## config.mk

```make
export PLATFORM = sky130hd
export DESIGN_NAME = sram_stream_reader
export DESIGN_NICKNAME = d
export VERILOG_FILES = /design/src/rtl/sram_rd_pkg.sv /design/src/rtl/sram_rd_resp_buf.sv /design/src/rtl/sram_stream_reader.sv
export SDC_FILE = /design/constraint.sdc
export NUM_CORES = 1
export LEC_CHECK = 0
export BUFFER_PORTS_ARGS = -buffer_cell sky130_fd_sc_hd__buf_2
export CORE_MARGIN = 1.5
export CORE_UTILIZATION = 40
export CTS_CLUSTER_DIAMETER = 30
export DETAILED_ROUTE_END_ITERATION = 10
export GPL_ROUTABILITY_DRIVEN = 0
export HOLD_SLACK_MARGIN = 0.05
export SLEW_MARGIN = 20
export SYNTH_ARGS = -nofsm -noshare
export SYNTH_HDL_FRONTEND = slang
export SYNTH_SLANG_ARGS = --single-unit
```

## constraint.sdc

```tcl
create_clock -name clock -period 5.11 [get_ports clock]
set_input_delay 0 -clock clock [delete_from_list [all_inputs] [get_ports clock]]
set_output_delay 0 -clock clock [all_outputs]
set_load 0.02 [all_outputs]
```

## src/rtl/sram_rd_pkg.sv

```systemverilog
// sram_rd_pkg
// Shared defaults and small helpers for the SRAM read-stream controller.
//   ADDR_W_DEF / DATA_W_DEF : default macro geometry (256 x 36)
//   count_width()           : bits needed to hold an occupancy of 0..depth
//   wrap_inc()              : pointer increment that wraps at depth-1, so the
//                             buffer depth does not have to be a power of two
package sram_rd_pkg;

    localparam int ADDR_W_DEF = 8;
    localparam int DATA_W_DEF = 36;

    function automatic int count_width(input int depth);
        return $clog2(depth + 1);
    endfunction

    function automatic int wrap_inc(input int ptr, input int depth);
        return (ptr == depth - 1) ? 0 : ptr + 1;
    endfunction

endpackage

```

## src/rtl/sram_rd_resp_buf.sv

```systemverilog
// sram_rd_resp_buf
// DEPTH x DATA_W circular response buffer. It has no bypass path: a word that
// is pushed becomes visible on head_data one cycle later.
// Ports:
//   clock, reset : clock and synchronous active-high reset (clears all entries)
//   push         : write push_data at the tail entry
//   push_data    : word to store
//   pop          : retire the head entry (the caller only pops when count != 0)
//   head_data    : oldest stored word
//   count        : current occupancy, 0..DEPTH
module sram_rd_resp_buf
    import sram_rd_pkg::*;
#(
    parameter int DEPTH  = 3,
    parameter int DATA_W = DATA_W_DEF,
    localparam int CNT_W = count_width(DEPTH),
    localparam int PTR_W = (DEPTH > 1) ? $clog2(DEPTH) : 1
) (
    input  logic              clock,
    input  logic              reset,
    input  logic              push,
    input  logic [DATA_W-1:0] push_data,
    input  logic              pop,
    output logic [DATA_W-1:0] head_data,
    output logic [CNT_W-1:0]  count
);

    logic [DATA_W-1:0] mem [DEPTH];
    logic [PTR_W-1:0]  head;
    logic [PTR_W-1:0]  tail;

    assign head_data = mem[head];

    // Push and pop in the same cycle leave the occupancy unchanged.
    always_ff @(posedge clock) begin
        if (reset) begin
            head  <= '0;
            tail  <= '0;
            count <= '0;
            for (int i = 0; i < DEPTH; i++) begin
                mem[i] <= '0;
            end
        end else begin
            if (push) begin
                mem[tail] <= push_data;
                tail      <= PTR_W'(wrap_inc(int'(tail), DEPTH));
            end
            if (pop) begin
                head <= PTR_W'(wrap_inc(int'(head), DEPTH));
            end
            count <= count + CNT_W'(push) - CNT_W'(pop);
        end
    end

endmodule

```

## src/rtl/sram_stream_reader.sv

```systemverilog
// sram_stream_reader
// Read-side controller for a 1R1W SRAM macro. Requests arrive on a valid/ready
// address stream and are issued straight to the macro R0 port; the read word
// is captured the cycle after issue and returned in order on a valid/ready
// response stream. Request-to-response latency is 2 cycles.
// Ports:
//   clock, reset           : sole clock (also R0_clk), synchronous active-high reset
//   req_valid/req_ready    : request handshake
//   req_addr               : read address
//   resp_valid/resp_ready  : response handshake
//   resp_data              : read word, in request order
//   sram_R0_addr/_en       : to the macro read port
//   sram_R0_data           : from the macro read port, valid the cycle after _en
module sram_stream_reader
    import sram_rd_pkg::*;
#(
    parameter int ADDR_W    = ADDR_W_DEF,
    parameter int DATA_W    = DATA_W_DEF,
    parameter int BUF_DEPTH = 3
) (
    input  logic              clock,
    input  logic              reset,
    input  logic              req_valid,
    output logic              req_ready,
    input  logic [ADDR_W-1:0] req_addr,
    output logic              resp_valid,
    input  logic              resp_ready,
    output logic [DATA_W-1:0] resp_data,
    output logic [ADDR_W-1:0] sram_R0_addr,
    output logic              sram_R0_en,
    input  logic [DATA_W-1:0] sram_R0_data
);

    localparam int CNT_W = count_width(BUF_DEPTH);

    logic             in_flight;
    logic             issue;
    logic             drain;
    logic [CNT_W-1:0] count;

    // A request is only accepted when the word it will return already has a
    // reserved buffer entry, counting the read still in flight. This keeps
    // req_ready independent of resp_ready.
    assign req_ready    = !reset && ((int'(count) + int'(in_flight)) < BUF_DEPTH);
    assign issue        = req_valid && req_ready;
    assign sram_R0_en   = issue;
    assign sram_R0_addr = req_addr;

    assign resp_valid = (count != '0);
    assign drain      = resp_valid && resp_ready;

    // Remembers that the macro will present a word next cycle; the macro
    // output is never sampled otherwise. Reset drops any read in flight.
    always_ff @(posedge clock) begin
        if (reset) begin
            in_flight <= 1'b0;
        end else begin
            in_flight <= issue;
        end
    end

    sram_rd_resp_buf #(
        .DEPTH  (BUF_DEPTH),
        .DATA_W (DATA_W)
    ) u_resp_buf (
        .clock     (clock),
        .reset     (reset),
        .push      (in_flight),
        .push_data (sram_R0_data),
        .pop       (drain),
        .head_data (resp_data),
        .count     (count)
    );

endmodule

```

# Word level (Yosys, flattened, before mapping)
# Memories as Yosys holds them, arrays and structs flattened. A register that Yosys moved wholly into a read port is not among the register bits.
# Index checks and enable logic that the tools add are counted.
totals:
  out_inout_bits: 47
  register_bits: 7
  mem_bits_rw: 108
  word_cells: 31
  n_memories: 1
classes:
  eq_ne: 2
  muxes: 12
  addsub: 5
  order_cmp: 1
  n_reduce_logical: 6
memory_table:
  columns: ["memory", "depth", "word_bits", "read_ports", "rd_clocked_by_memory_dff", "wr", "line", "rtl"]
  rows:
  - ["u_resp_buf.mem", 3, 36, 1, 1, 3, "sram_rd_resp_buf.sv:28", "logic [DATA_W-1:0] mem [DEPTH];"]
ops:
  columns: ["cell", "count"]
  rows:
  - ["two-way mux 36 bit", 1]
  - ["OR reduction 36 bit", 1]
  - ["two-way mux 2 bit", 5]
  - ["two-way mux 1 bit", 6]
  - ["adder 2 x 1 -> 2 bit (second input constant)", 2]
  - ["== test 2 bit (second input constant)", 2]
  - ["adder 2 x 1 -> 3 bit", 1]
  - ["logical AND 1 bit", 3]
  - ["< comparator 3 x 2 -> 1 bit (second input constant)", 1]
  - ["adder 2 x 1 -> 2 bit", 1]
  - ["nonzero test 2 bit", 1]
  - ["subtractor 2 x 1 -> 2 bit", 1]
  - ["zero test 1 bit", 1]

# Logic depth before layout (Yosys ltp)
# Gate-level depths: netlist of run 1.
logic_depth:
  depth_word: 5
  mapped_depth: 5

# Modules after synthesis
# Synthesis of run 1 repeated with hierarchy kept, for this count alone.
unflattened:
  cells_unflattened: 359
  area_unflattened_um2: 6437.4
modules_own_cells:
  columns: ["module", "cells_per_inst", "n_inst", "seq_area_each_um2", "area_each_um2"]
  rows:
  - ["sram_rd_resp_buf", 343, 1, 4484.3, 6294.8]
  - ["sram_stream_reader", 16, 1, 20.0, 142.6]

# Worst setup path before layout of run 1
# No wires, ideal clock.
synth_timing:
  kind: "register to register"
  startpoint: "register in_flight"
  endpoint: "memory u_resp_buf.mem[0][0] in the netlist's numbering (enable)"
  path_slack_ps: 2376
  stages_incl_launch_ff: 3
  required_ps: 4673
  setup_time_ps: 437
  arrival_ps: 2297
  cell_sequence: "dfxtp_1 > nand2b_4 > o21bai_1"
synth_lines:
  columns: ["item", "line", "rtl"]
  rows:
  - ["start: declaration", "sram_stream_reader.sv:36", "logic in_flight;"]
  - ["start signal: assignment", "sram_stream_reader.sv:58", "in_flight <= issue;"]
  - ["end: declaration", "sram_rd_resp_buf.sv:28", null]

==> impl_metrics.csv, run 1 <==
group,metric,value,unit
drt,drt_iter0_markers,250,
clock_network,htreeDepth,4,
floorplanning,initial_utilization,41.1,%
floorplanning,fp.dieW,131,um
job,maxCapViolations,0,
placement,placed_area,7030,um2
worst_setup_path,critPathLaunchType,"flop",
power,p_sw,0.580,mW
clock_network,clockBufferDepth,2,
floorplanning,rows,46,
worst_hold_path,worstHoldPathCells,4,
synthesis,synth.avg_cell_area,18.0,um2
synthesis,ys_dominant_reg_cell,"edfxtp_1",
power,swShare,21.4,%
drt,wl,12.6,mm
global_routing,grt_max_degree,37,
power,share_comb_of_total_power,8.3,%
clock_network,cts_tree,"yes",
synthesis,synthArstFlopShare,0,%
synthesis,synth_cells,362,
worst_setup_path,cp_slowest_cell,"dfxtp_4",
placement,numPortBuffers,78,
cells_and_area,final_common_cell,"edfxtp_1",
worst_setup_path,worst-path-max-fanout,36,
cells_and_area,final_cell_mix,"144 x edfxtp_1, 110 x and2_1, 78 x buf_2",
sta,drv_slew,0,
synthesis,ys_warn_count,0,
worst_setup_path,crit_cells,2,
sta,setup_tns,0,ns
worst_setup_path,cp.required,5.11,ns
sta,hold_violations,0,
drt,vias,3460,
drt,wl_per_cell,17.8,um
drt,highest_layer,"met4",
synthesis,ys_seq_elements,153,
power,ir_drop,241,uV
sta,slew_headroom,29.3,%
worst_setup_path,arrival,2.09,ns
cells_and_area,syn_to_final_growth,22.1,%
sta,setup_viol,0,
clock_network,cts_sinks,153,
power,p_clk_share,38.4,%
synthesis,synth_edf_count,144,
synthesis,ys_types,29,
cells_and_area,fin_nets,535,
floorplanning,dieArea,17100,um2
worst_setup_path,crit_buf_inv,1,
global_routing,overflow,0,
power,power.leakage,2.96,nW
synthesis,synth_nets,413,
power,p_int,2.13,mW
sta,max_slew.worst_pin.slew,1.06,ns
sta,finalCritPeriodShare,40.9,%
floorplanning,die_h,131,um
worst_hold_path,hp-class,"in2reg",
clock_network,numCtsBuffers,17,
synthesis,netlist_area,6530,um2
sta,clock.fmax,479,MHz
power,p_seq_share,53.4,%
sta,finClkSkew,0.00613,ns
clock_network,post_cts_buffers,0,
sta,fin_ws,3.02,ns
global_routing,antenna_found_initial,0,
clock_network,root_buffer,"clkbuf_16",
synthesis,seq_area_frac_synth,69.0,%
placement,dp_hpwl,6.84,mm
sta,period_needed,2.09,ns
drt,dr_wl_met3,752,um
drt,drt-met1-wl,5.55,mm
sta,rsz0062_at_grt,"no",
power,power.density_cell_area,339,nW/um2
cells_and_area,final_layout_size_suffix_gt1_share,30.9,%
placement,place_ws,3.03,ns
drt,via_per_inst,4.87,
clock_network,clk_latency,0.41,ns
global_routing,grtUsageTotal,16.1,%
cells_and_area,final_cell_area,7970,um2
run_status,status,"complete, no violations",
cells_and_area,antennaDiodeCount,0,
worst_setup_path,crit_family,"flip-flops",
worst_setup_path,end_kind,"output port",
global_routing,grt_pass1_vias,3620,
drt,wl_met2,6.21,mm
drt,first_pass_iters,4,
worst_setup_path,r2r_cells,2,
drt,final_antenna_net_count,0,
floorplanning,core,15900,um2
drt,drc,0,
worst_setup_path,worstSetupPathType,"reg2out",
worst_setup_path,crit_chain,"mux4_2, buf_2",
clock_network,clk_pin_slew,0.05,ns
floorplanning,io_pins,95,
global_routing,grt_pass1_wl,19.3,mm
worst_setup_path,critPathMaxStageDelay,0.84,ns
## kinds of logic after synthesis
| family | after synthesis | synth area share [%] |
|---|---|---|
| DFF | 153 | 69.0 |
| and+or+nand+nor | 130 | 13.0 |
| muxes | 39 | 12.9 |
| buffers and inverters | 27 | 3.58 |
| AOI/OAI and AO/OA | 10 | 0.882 |
| adders and majority gates | 3 | 0.575 |
## routing by layer
metal / GRT usage [%] / vias up
met3: 5.42 / 10
met5: 0 / -
met2: 26.0 / 93
met4: 4.85 / 0
met1: 20.7 / 1751
li1: - / 1606
## worst paths after layout
kind	end	slack (ns)	from
worst max-delay path	resp_data[20]	3.02	flop
worst min-delay path	u_resp_buf.count[1]	0.08	resp_ready
worst max register to register	u_resp_buf.mem[1][2]	3.07	u_resp_buf.tail[0]
worst min register to register	flop	0.51	u_resp_buf.head[0]
## synth_stat cells (3+ instances only)
cell | n | area share, %
buf_4 | 8 | 0.92
dfxtp_1 | 9 | 2.8
nand2_1 | 3 | 0.17
ha_1 | 3 | 0.58
nor2_1 | 3 | 0.17
a21oi_1 | 5 | 0.38
buf_2 | 3 | 0.23
and2_1 | 110 | 11
buf_6 | 13 | 2.2
mux4_2 | 36 | 12
edfxtp_1 | 144 | 66
## sequential cells by signal (all words and copies together) (netlist names), named ones only
name,count
in_flight,1
u_resp_buf.tail,2
u_resp_buf.count,2
u_resp_buf.head,2
u_resp_buf.mem,144
## metrics by stage
| step | utilization, % | hold WS (ns) | power, mW | instances |
|---|---|---|---|---|
| floorplan | - | 0.0885 | 1.60 | 362 |
| global placement | 44.3 | 0.000137 | 1.66 | 635 |
| detailed placement | 44.3 | 0.000137 | 1.67 | 635 |
| CTS | 50.2 | 0.0593 | 2.74 | 711 |
| global route | 50.2 | 0.0817 | 2.81 | 711 |
| finish | 50.2 | 0.0750 | 2.71 | 711 |
## power by group through the flow
| stage | Combinational, mW | Sequential [mW] | Clock (mW) |
|---|---|---|---|
| after floorplan | 0.139 | 1.46 | 0 |
| after global placement | 0.191 | 1.47 | 0 |
| after detailed placement | 0.194 | 1.47 | 0 |
| after CTS | 0.227 | 1.45 | 1.07 |
| after global routing | 0.241 | 1.45 | 1.12 |
| final | 0.223 | 1.44 | 1.04 |
## cell type report
cell class / count / area, um2
Clock inverter: 8 / 32.5
Fill cell: 1398 / 7920
Tap cell: 216 / 270
Multi-Input combinational cell: 182 / 1820
Inverter: 1 / 3.75
Timing Repair Buffer: 129 / 888
Sequential cell: 153 / 4510
Clock buffer: 22 / 444
## worst register-to-register path: cells and delay by family, from the launching register on
| kind | cells | cell delay, ns |
|---|---|---|
| AND/OR/NAND/NOR | 2 | 0.97 |
| flip-flops | 1 | 0.66 |
## repair_timing
action	in CTS	in global routing
endpoints found under the hold margin	160	0
hold buffers	46	0
resized for setup	0	0
Note: power is estimated with default switching activity, not from simulation.
==> run 2, diff against run 1 <==
--- a/config.mk
+++ b/config.mk
@@ -5,6 +5,7 @@
 export SDC_FILE = /design/constraint.sdc
 export NUM_CORES = 1
 export LEC_CHECK = 0
+export ABC_AREA = 1
 export BUFFER_PORTS_ARGS = -buffer_cell sky130_fd_sc_hd__buf_2
 export CORE_MARGIN = 1.5
 export CORE_UTILIZATION = 40
==> constraint.sdc (replaced) <==
create_clock -name clock -period 1.8 [get_ports clock]
set_input_delay 0 -clock clock [delete_from_list [all_inputs] [get_ports clock]]
set_output_delay 0 -clock clock [all_outputs]
set_load 0.02 [all_outputs]
==> impl_metrics.csv, run 2 <==
group,metric,value,unit
run_status,status,"complete, no violations",
synthesis,synth.most_common_cell,"edfxtp_1",
placement,numPortBuffers,78,
floorplanning,dieArea,17600,um2
clock_network,cts_tree,"yes",
power,power,8.84,mW
drt,final_antenna_net_count,0,
power,power.density_cell_area,1050,nW/um2
sta,slew_headroom,68.0,%
synthesis,synth_top_family_by_area,"simple AND/OR/NAND/NOR gates",
floorplanning,initial_utilization,40.7,%
sta,clock.fmax,602,MHz
worst_setup_path,end_kind,"flop",
worst_setup_path,r2r_cells,6,
worst_hold_path,hp-class,"in2reg",
clock_network,cts_hold_buffers,48,
worst_setup_path,cp.required,2.10,ns
clock_network,clk_pin_slew,0.06,ns
worst_setup_path,arrival,1.97,ns
clock_network,root_buffer,"clkbuf_16",
synthesis,ys_types,19,
job,maxCapViolations,0,
synthesis,synthArstFlopShare,0,%
sta,period_needed,1.66,ns
worst_hold_path,worstHoldPathCells,2,
worst_setup_path,crit_buf_inv,1,
floorplanning,rows,47,
clock_network,cts_resized,0,
clock_network,clockBufferDepth,2,
synthesis,synth_simple_gate_area_share,12.1,%
synthesis,synth_largest_area_cell,"edfxtp_1",
sta,max_slew.worst_pin.slew,0.480,ns
drt,drt_iter0_markers,329,
worst_hold_path,min-delay-start,"sram_R0_data[32]",
sta,setup_viol,0,
synthesis,netlist_area,6720,um2
cells_and_area,largest-register,"u_resp_buf.mem",
synthesis,synth_top_area_share,64.3,%
synthesis,ys_seq_elements,153,
cells_and_area,final_layout_size_suffix_gt1_share,17.2,%
worst_setup_path,r2r-end,"in_flight",
synthesis,synth.area.top_cells,"edfxtp_1 64%, inv_1 6.6%, nor2_1 6.6%",
cells_and_area,final_cell_area,8450,um2
cells_and_area,largest_reg_flops,144,
cells_and_area,antennaDiodeCount,0,
worst_setup_path,critPathMaxStageDelay,0.54,ns
worst_setup_path,worstSetupPathType,"reg2reg",
synthesis,seq_area_frac_synth,67.0,%
drt,first_pass_iters,5,
cells_and_area,nFillCells,1447,
sta,finalCritPeriodShare,92.3,%
floorplanning,die_h,133,um
global_routing,antenna_found_initial,0,
global_routing,grt_pass1_wl,22.4,mm
sta,drv_slew,0,
placement,placed_area,7310,um2
synthesis,synthAdderAreaFrac,0.559,%
clock_network,htreeDepth,4,
synthesis,ys_warn_count,0,
sta,setup_tns,0,ns
drt,wl,13.7,mm
power,ir_drop,629,uV
synthesis,synth_edf_count,144,
cells_and_area,syn_to_final_growth,25.7,%
clock_network,post_cts_buffers,0,
clock_network,clk_latency,0.42,ns
synthesis,synth_cells,642,
worst_setup_path,crit_family,"buffers and inverters",
cells_and_area,final_common_cell,"edfxtp_1",
synthesis,muxShareOfSynthArea,0,%
sta,hold_ws,0.305,ns
worst_setup_path,critPathLaunchType,"flop",
global_routing,grt_pass1_vias,4587,
drt,vias,4625,
worst_hold_path,hold_end,"u_resp_buf.mem[3][32]",
floorplanning,core,16500,um2
global_routing,grt_max_degree,103,
floorplanning,fp.dieW,133,um
cells_and_area,finish.utilization,51.1,%
sta,rsz0062_at_grt,"no",
synthesis,synth-compound-area-share,9.87,%
cells_and_area,final_cell_mix,"144 x edfxtp_1, 119 x nor2_1, 117 x inv_1",
drt,via_per_inst,4.68,
drt,wl_per_cell,13.9,um
placement,dp_hpwl,7.80,mm
clock_network,cts_sinks,153,
floorplanning,io_pins,95,
worst_setup_path,rrSetupSlack,0.14,ns
worst_setup_path,cp_slowest_cell,"dlygate4sd3_1",
synthesis,ys_dominant_reg_cell,"edfxtp_1",
synthesis,synth.avg_cell_area,10.5,um2
worst_setup_path,crit_chain,"ha_1, ha_1, nand2_1, nand2_1, nor2_1, dlygate4sd3_1",
synthesis,synth_xor_area_share,0,%
clock_network,numCtsBuffers,17,
sta,hold_violations,0,
cells_and_area,fin_nets,806,
synthesis,synth_commonest_cells,"144 x edfxtp_1, 119 x inv_1, 119 x nor2_1",
worst_setup_path,reg2reg_from,"in_flight",
power,power.leakage,3.61,nW
drt,drc,0,
global_routing,overflow,0,
synthesis,synth_nets,693,
worst_setup_path,worst-path-max-fanout,5,
global_routing,grtUsageTotal,16.5,%
sta,finClkSkew,0.00769,ns
-- run 2: cell count changes in the layout (fill, tap and decap cells not counted), sizes merged, moves of 32 or more --
cell,change
nand2,+79
a21oi,+32
mux4,-36
inv,+118
o211ai,+36
nor2,+116
and2,-110
o21ai,+35
-- run 2: metal layers --
metal / GRT usage (%) / up-vias / wire, um
li1: - / 2325 / -
met1: 21.3 / 2201 / 6130
met2: 26.9 / 95 / 6850
met3: 4.33 / 4 / 653
met4: 6.35 / 0 / 89
met5: 0 / - / 0
-- run 2: final cells by class --
cell class	instances	area, um2	area share (%)
flip-flops and latches	153	4510	53.4
multi-input cells	327	1540	18.3
repair buffers	137	1020	12.0
inverters	119	447	5.29
clock buffers	17	425	5.04
well taps	220	275	3.26
clock inverters	15	230	2.73
-- run 2: power breakdown --
group	internal, mW	total [mW]	switching, mW	leakage (nW)
registers	4.02	4.06	0.0374	1.52
logic	0.303	0.866	0.563	1.78
clock network	2.58	3.92	1.34	0.314
-- run 2: worst max path at each step --
stage,cells past startpoint,startpoint,slack [ns],endpoint
global route,5,flop,0.0005,resp_data[14]
floorplan,2,in_flight,-0.31,u_resp_buf.mem[3][0]
global placement,3,in_flight,0.40,u_resp_buf.mem[3][12]
detailed placement,3,in_flight,0.34,u_resp_buf.mem[3][11]
CTS,5,flop,0.11,resp_data[14]
finish,6,in_flight,0.14,in_flight
-- run 2: stage by stage --
step                      std cells  setup WS [ns]
after floorplan                 642         -0.310
after CTS                       988          0.114
after detailed placement        908          0.343
after global routing            988       0.000468
final                           988          0.139
after global placement          908          0.403
-- run 2: logic make-up (layout without fill, tap and decap cells) --
family | after synthesis | after routing
simple gates | 211 | 211
buf+inv | 162 | 288
fa+ha+maj | 3 | 3
flops | 153 | 153
compound gates | 113 | 113
==> run 3, diff against run 2 <==
--- a/config.mk
+++ b/config.mk
@@ -7,6 +7,7 @@
 export LEC_CHECK = 0
 export ABC_AREA = 1
 export BUFFER_PORTS_ARGS = -buffer_cell sky130_fd_sc_hd__buf_2
+export CAP_MARGIN = 10
 export CORE_MARGIN = 1.5
 export CORE_UTILIZATION = 40
 export CTS_CLUSTER_DIAMETER = 30
==> constraint.sdc (replaced) <==
create_clock -name clock -period 1.5 [get_ports clock]
set_input_delay 0 -clock clock [delete_from_list [all_inputs] [get_ports clock]]
set_output_delay 0 -clock clock [all_outputs]
set_load 0.02 [all_outputs]
==> impl_metrics.csv, run 3 (same netlist as run 2, synthesis figures left out) <==
group,metric,value,unit
worst_setup_path,crit_chain,"buf_6, ha_4, ha_4, nand2_2, nand2_2, nor2_1, buf_4",
drt,drt-met1-wl,7.37,mm
power,power.density_cell_area,1160,nW/um2
sta,finalCritPeriodShare,104,%
sta,setup_viol,115,
floorplanning,initial_utilization,40.7,%
clock_network,cts_tree,"yes",
global_routing,grt_pass1_vias,4659,
drt,highest_layer,"met4",
global_routing,grt_pass1_wl,22.7,mm
clock_network,clk_pin_slew,0.06,ns
cells_and_area,final_layout_size_suffix_gt1_share,23.9,%
worst_setup_path,crit_buf_inv,2,
sta,hold_violations,0,
sta,slew_headroom,77.8,%
clock_network,cts_sinks,153,
worst_setup_path,arrival,1.56,ns
sta,fin_ws,-0.0601,ns
worst_setup_path,critPathMaxStageDelay,0.32,ns
sta,max_slew.worst_pin.slew,0.332,ns
global_routing,overflow,0,
placement,dp_hpwl,8.35,mm
drt,vias,4908,
worst_setup_path,crit_end,"sram_R0_en",
drt,drt_iter0_markers,374,
floorplanning,io_pins,95,
cells_and_area,largest-register,"u_resp_buf.mem",
cells_and_area,instances_no_fill,1011,
cells_and_area,fin_nets,830,
worst_setup_path,crit_family,"adder cells",
drt,drc,0,
clock_network,htreeDepth,4,
power,power.leakage,3.88,nW
sta,clock.fmax,641,MHz
worst_hold_path,hp-class,"in2reg",
placement,placed_area,7380,um2
cells_and_area,syn_to_final_growth,37.8,%
worst_setup_path,critPathLaunchType,"flop",
cells_and_area,final_cell_area,9260,um2
worst_setup_path,crit_cells,7,
floorplanning,core,16500,um2
cells_and_area,largest_reg_flops,144,
clock_network,numCtsBuffers,17,
drt,wl,16.6,mm
worst_setup_path,reg2reg_from,"in_flight",
global_routing,grt_max_degree,73,
worst_setup_path,end_kind,"output port",
drt,final_antenna_net_count,0,
cells_and_area,final_cell_mix,"144 x edfxtp_1, 118 x nor2_1, 117 x inv_1",
worst_setup_path,cp-startpoint,"in_flight",
drt,wl_per_cell,16.4,um
floorplanning,die_h,133,um
global_routing,grtUsageTotal,16.7,%
floorplanning,rows,47,
run_status,status,"finished, violations left",
worst_setup_path,rrSetupSlack,-0.02,ns
power,ir_drop,911,uV
worst_hold_path,worstHoldPathCells,2,
clock_network,clk_latency,0.42,ns
drt,dr_wl_met3,815,um
sta,drv_slew,0,
cells_and_area,final_common_cell,"edfxtp_1",
drt,wl_met2,8.26,mm
job,maxCapViolations,0,
clock_network,root_buffer,"clkbuf_16",
placement,numPortBuffers,78,
floorplanning,dieArea,17600,um2
sta,period_needed,1.56,ns
worst_setup_path,r2r_cells,5,
drt,via_per_inst,4.85,
global_routing,antenna_found_initial,0,
cells_and_area,nFillCells,1402,
worst_setup_path,worst-path-max-fanout,3,
worst_setup_path,cp.required,1.50,ns
worst_setup_path,cp_slowest_cell,"dfxtp_2",
placement,post-place-cells,911,
run_status,violations,"setup timing",
sta,finClkSkew,0.00729,ns
worst_setup_path,worstSetupPathType,"reg2out",
clock_network,clockBufferDepth,2,
worst_setup_path,r2r-end,"u_resp_buf.mem[0][34]",
cells_and_area,antennaDiodeCount,0,
drt,first_pass_iters,5,
floorplanning,fp.dieW,133,um
sta,rsz0062_at_grt,"yes",
## run 3: per-layer routing
metal / GRT usage [%] / up-vias
met5: 0 / -
met4: 7.02 / 0
met3: 3.60 / 16
met2: 28.6 / 137
met1: 20.6 / 2381
li1: - / 2374
## run 3: metrics by stage
| stage | power (mW) | hold WS, ns | util [%] | TNS, ns | setup slack [ns] |
|---|---|---|---|---|---|
| after floorplan | 5.58 | 0.0712 | - | -21.97 | -0.610 |
| after global placement | 5.89 | 0.000137 | 44.6 | 0 | 0.152 |
| after detailed placement | 5.91 | 0.000137 | 44.6 | 0 | 0.0840 |
| after CTS | 10.4 | 0.296 | 51.7 | -1.63 | -0.0744 |
| after global routing | 11.0 | 0.293 | 56.1 | -14.12 | -0.130 |
| final | 10.7 | 0.304 | 56.1 | -1.55 | -0.0601 |
## run 3: cell type report
| cell class | instances | area [um2] | share of cell area, % |
|---|---|---|---|
| clock inverters | 11 | 154 | 1.66 |
| flip-flops and latches | 153 | 4510 | 48.7 |
| inverters | 119 | 447 | 4.82 |
| clock buffers | 20 | 437 | 4.71 |
| well taps | 220 | 275 | 2.97 |
| multi-input cells | 327 | 1800 | 19.4 |
| repair buffers | 161 | 1640 | 17.7 |
## run 3: how the worst min path moves through the flow
stage | start | endpoint | slack (ns)
2_1_floorplan | reset | u_resp_buf.count[0] | 0.07
3_3_place_gp | req_addr[5] | sram_R0_addr[5] | 0.0001
3_5_place_dp | req_addr[5] | sram_R0_addr[5] | 0.0001
4_1_cts | sram_R0_data[11] | u_resp_buf.mem[3][11] | 0.30
5_1_grt | sram_R0_data[10] | u_resp_buf.mem[3][10] | 0.29
6_report | sram_R0_data[10] | u_resp_buf.mem[3][10] | 0.30
## run 3: repair_timing
item,in CTS,in global routing
endpoints found under the setup margin,26,163
pin swaps,3,44
gates cloned,0,14
setup buffers,2,6
endpoints found under the hold margin,161,0
resized for setup,37,124
hold buffers,47,0
## run 3: power by group
| group | total (mW) | internal, mW | switching (mW) |
|---|---|---|---|
| clock | 4.37 | 2.75 | 1.62 |
| combinational | 1.46 | 0.648 | 0.815 |
| sequential | 4.89 | 4.83 | 0.0592 |
| total | 10.7 | 8.22 | 2.50 |
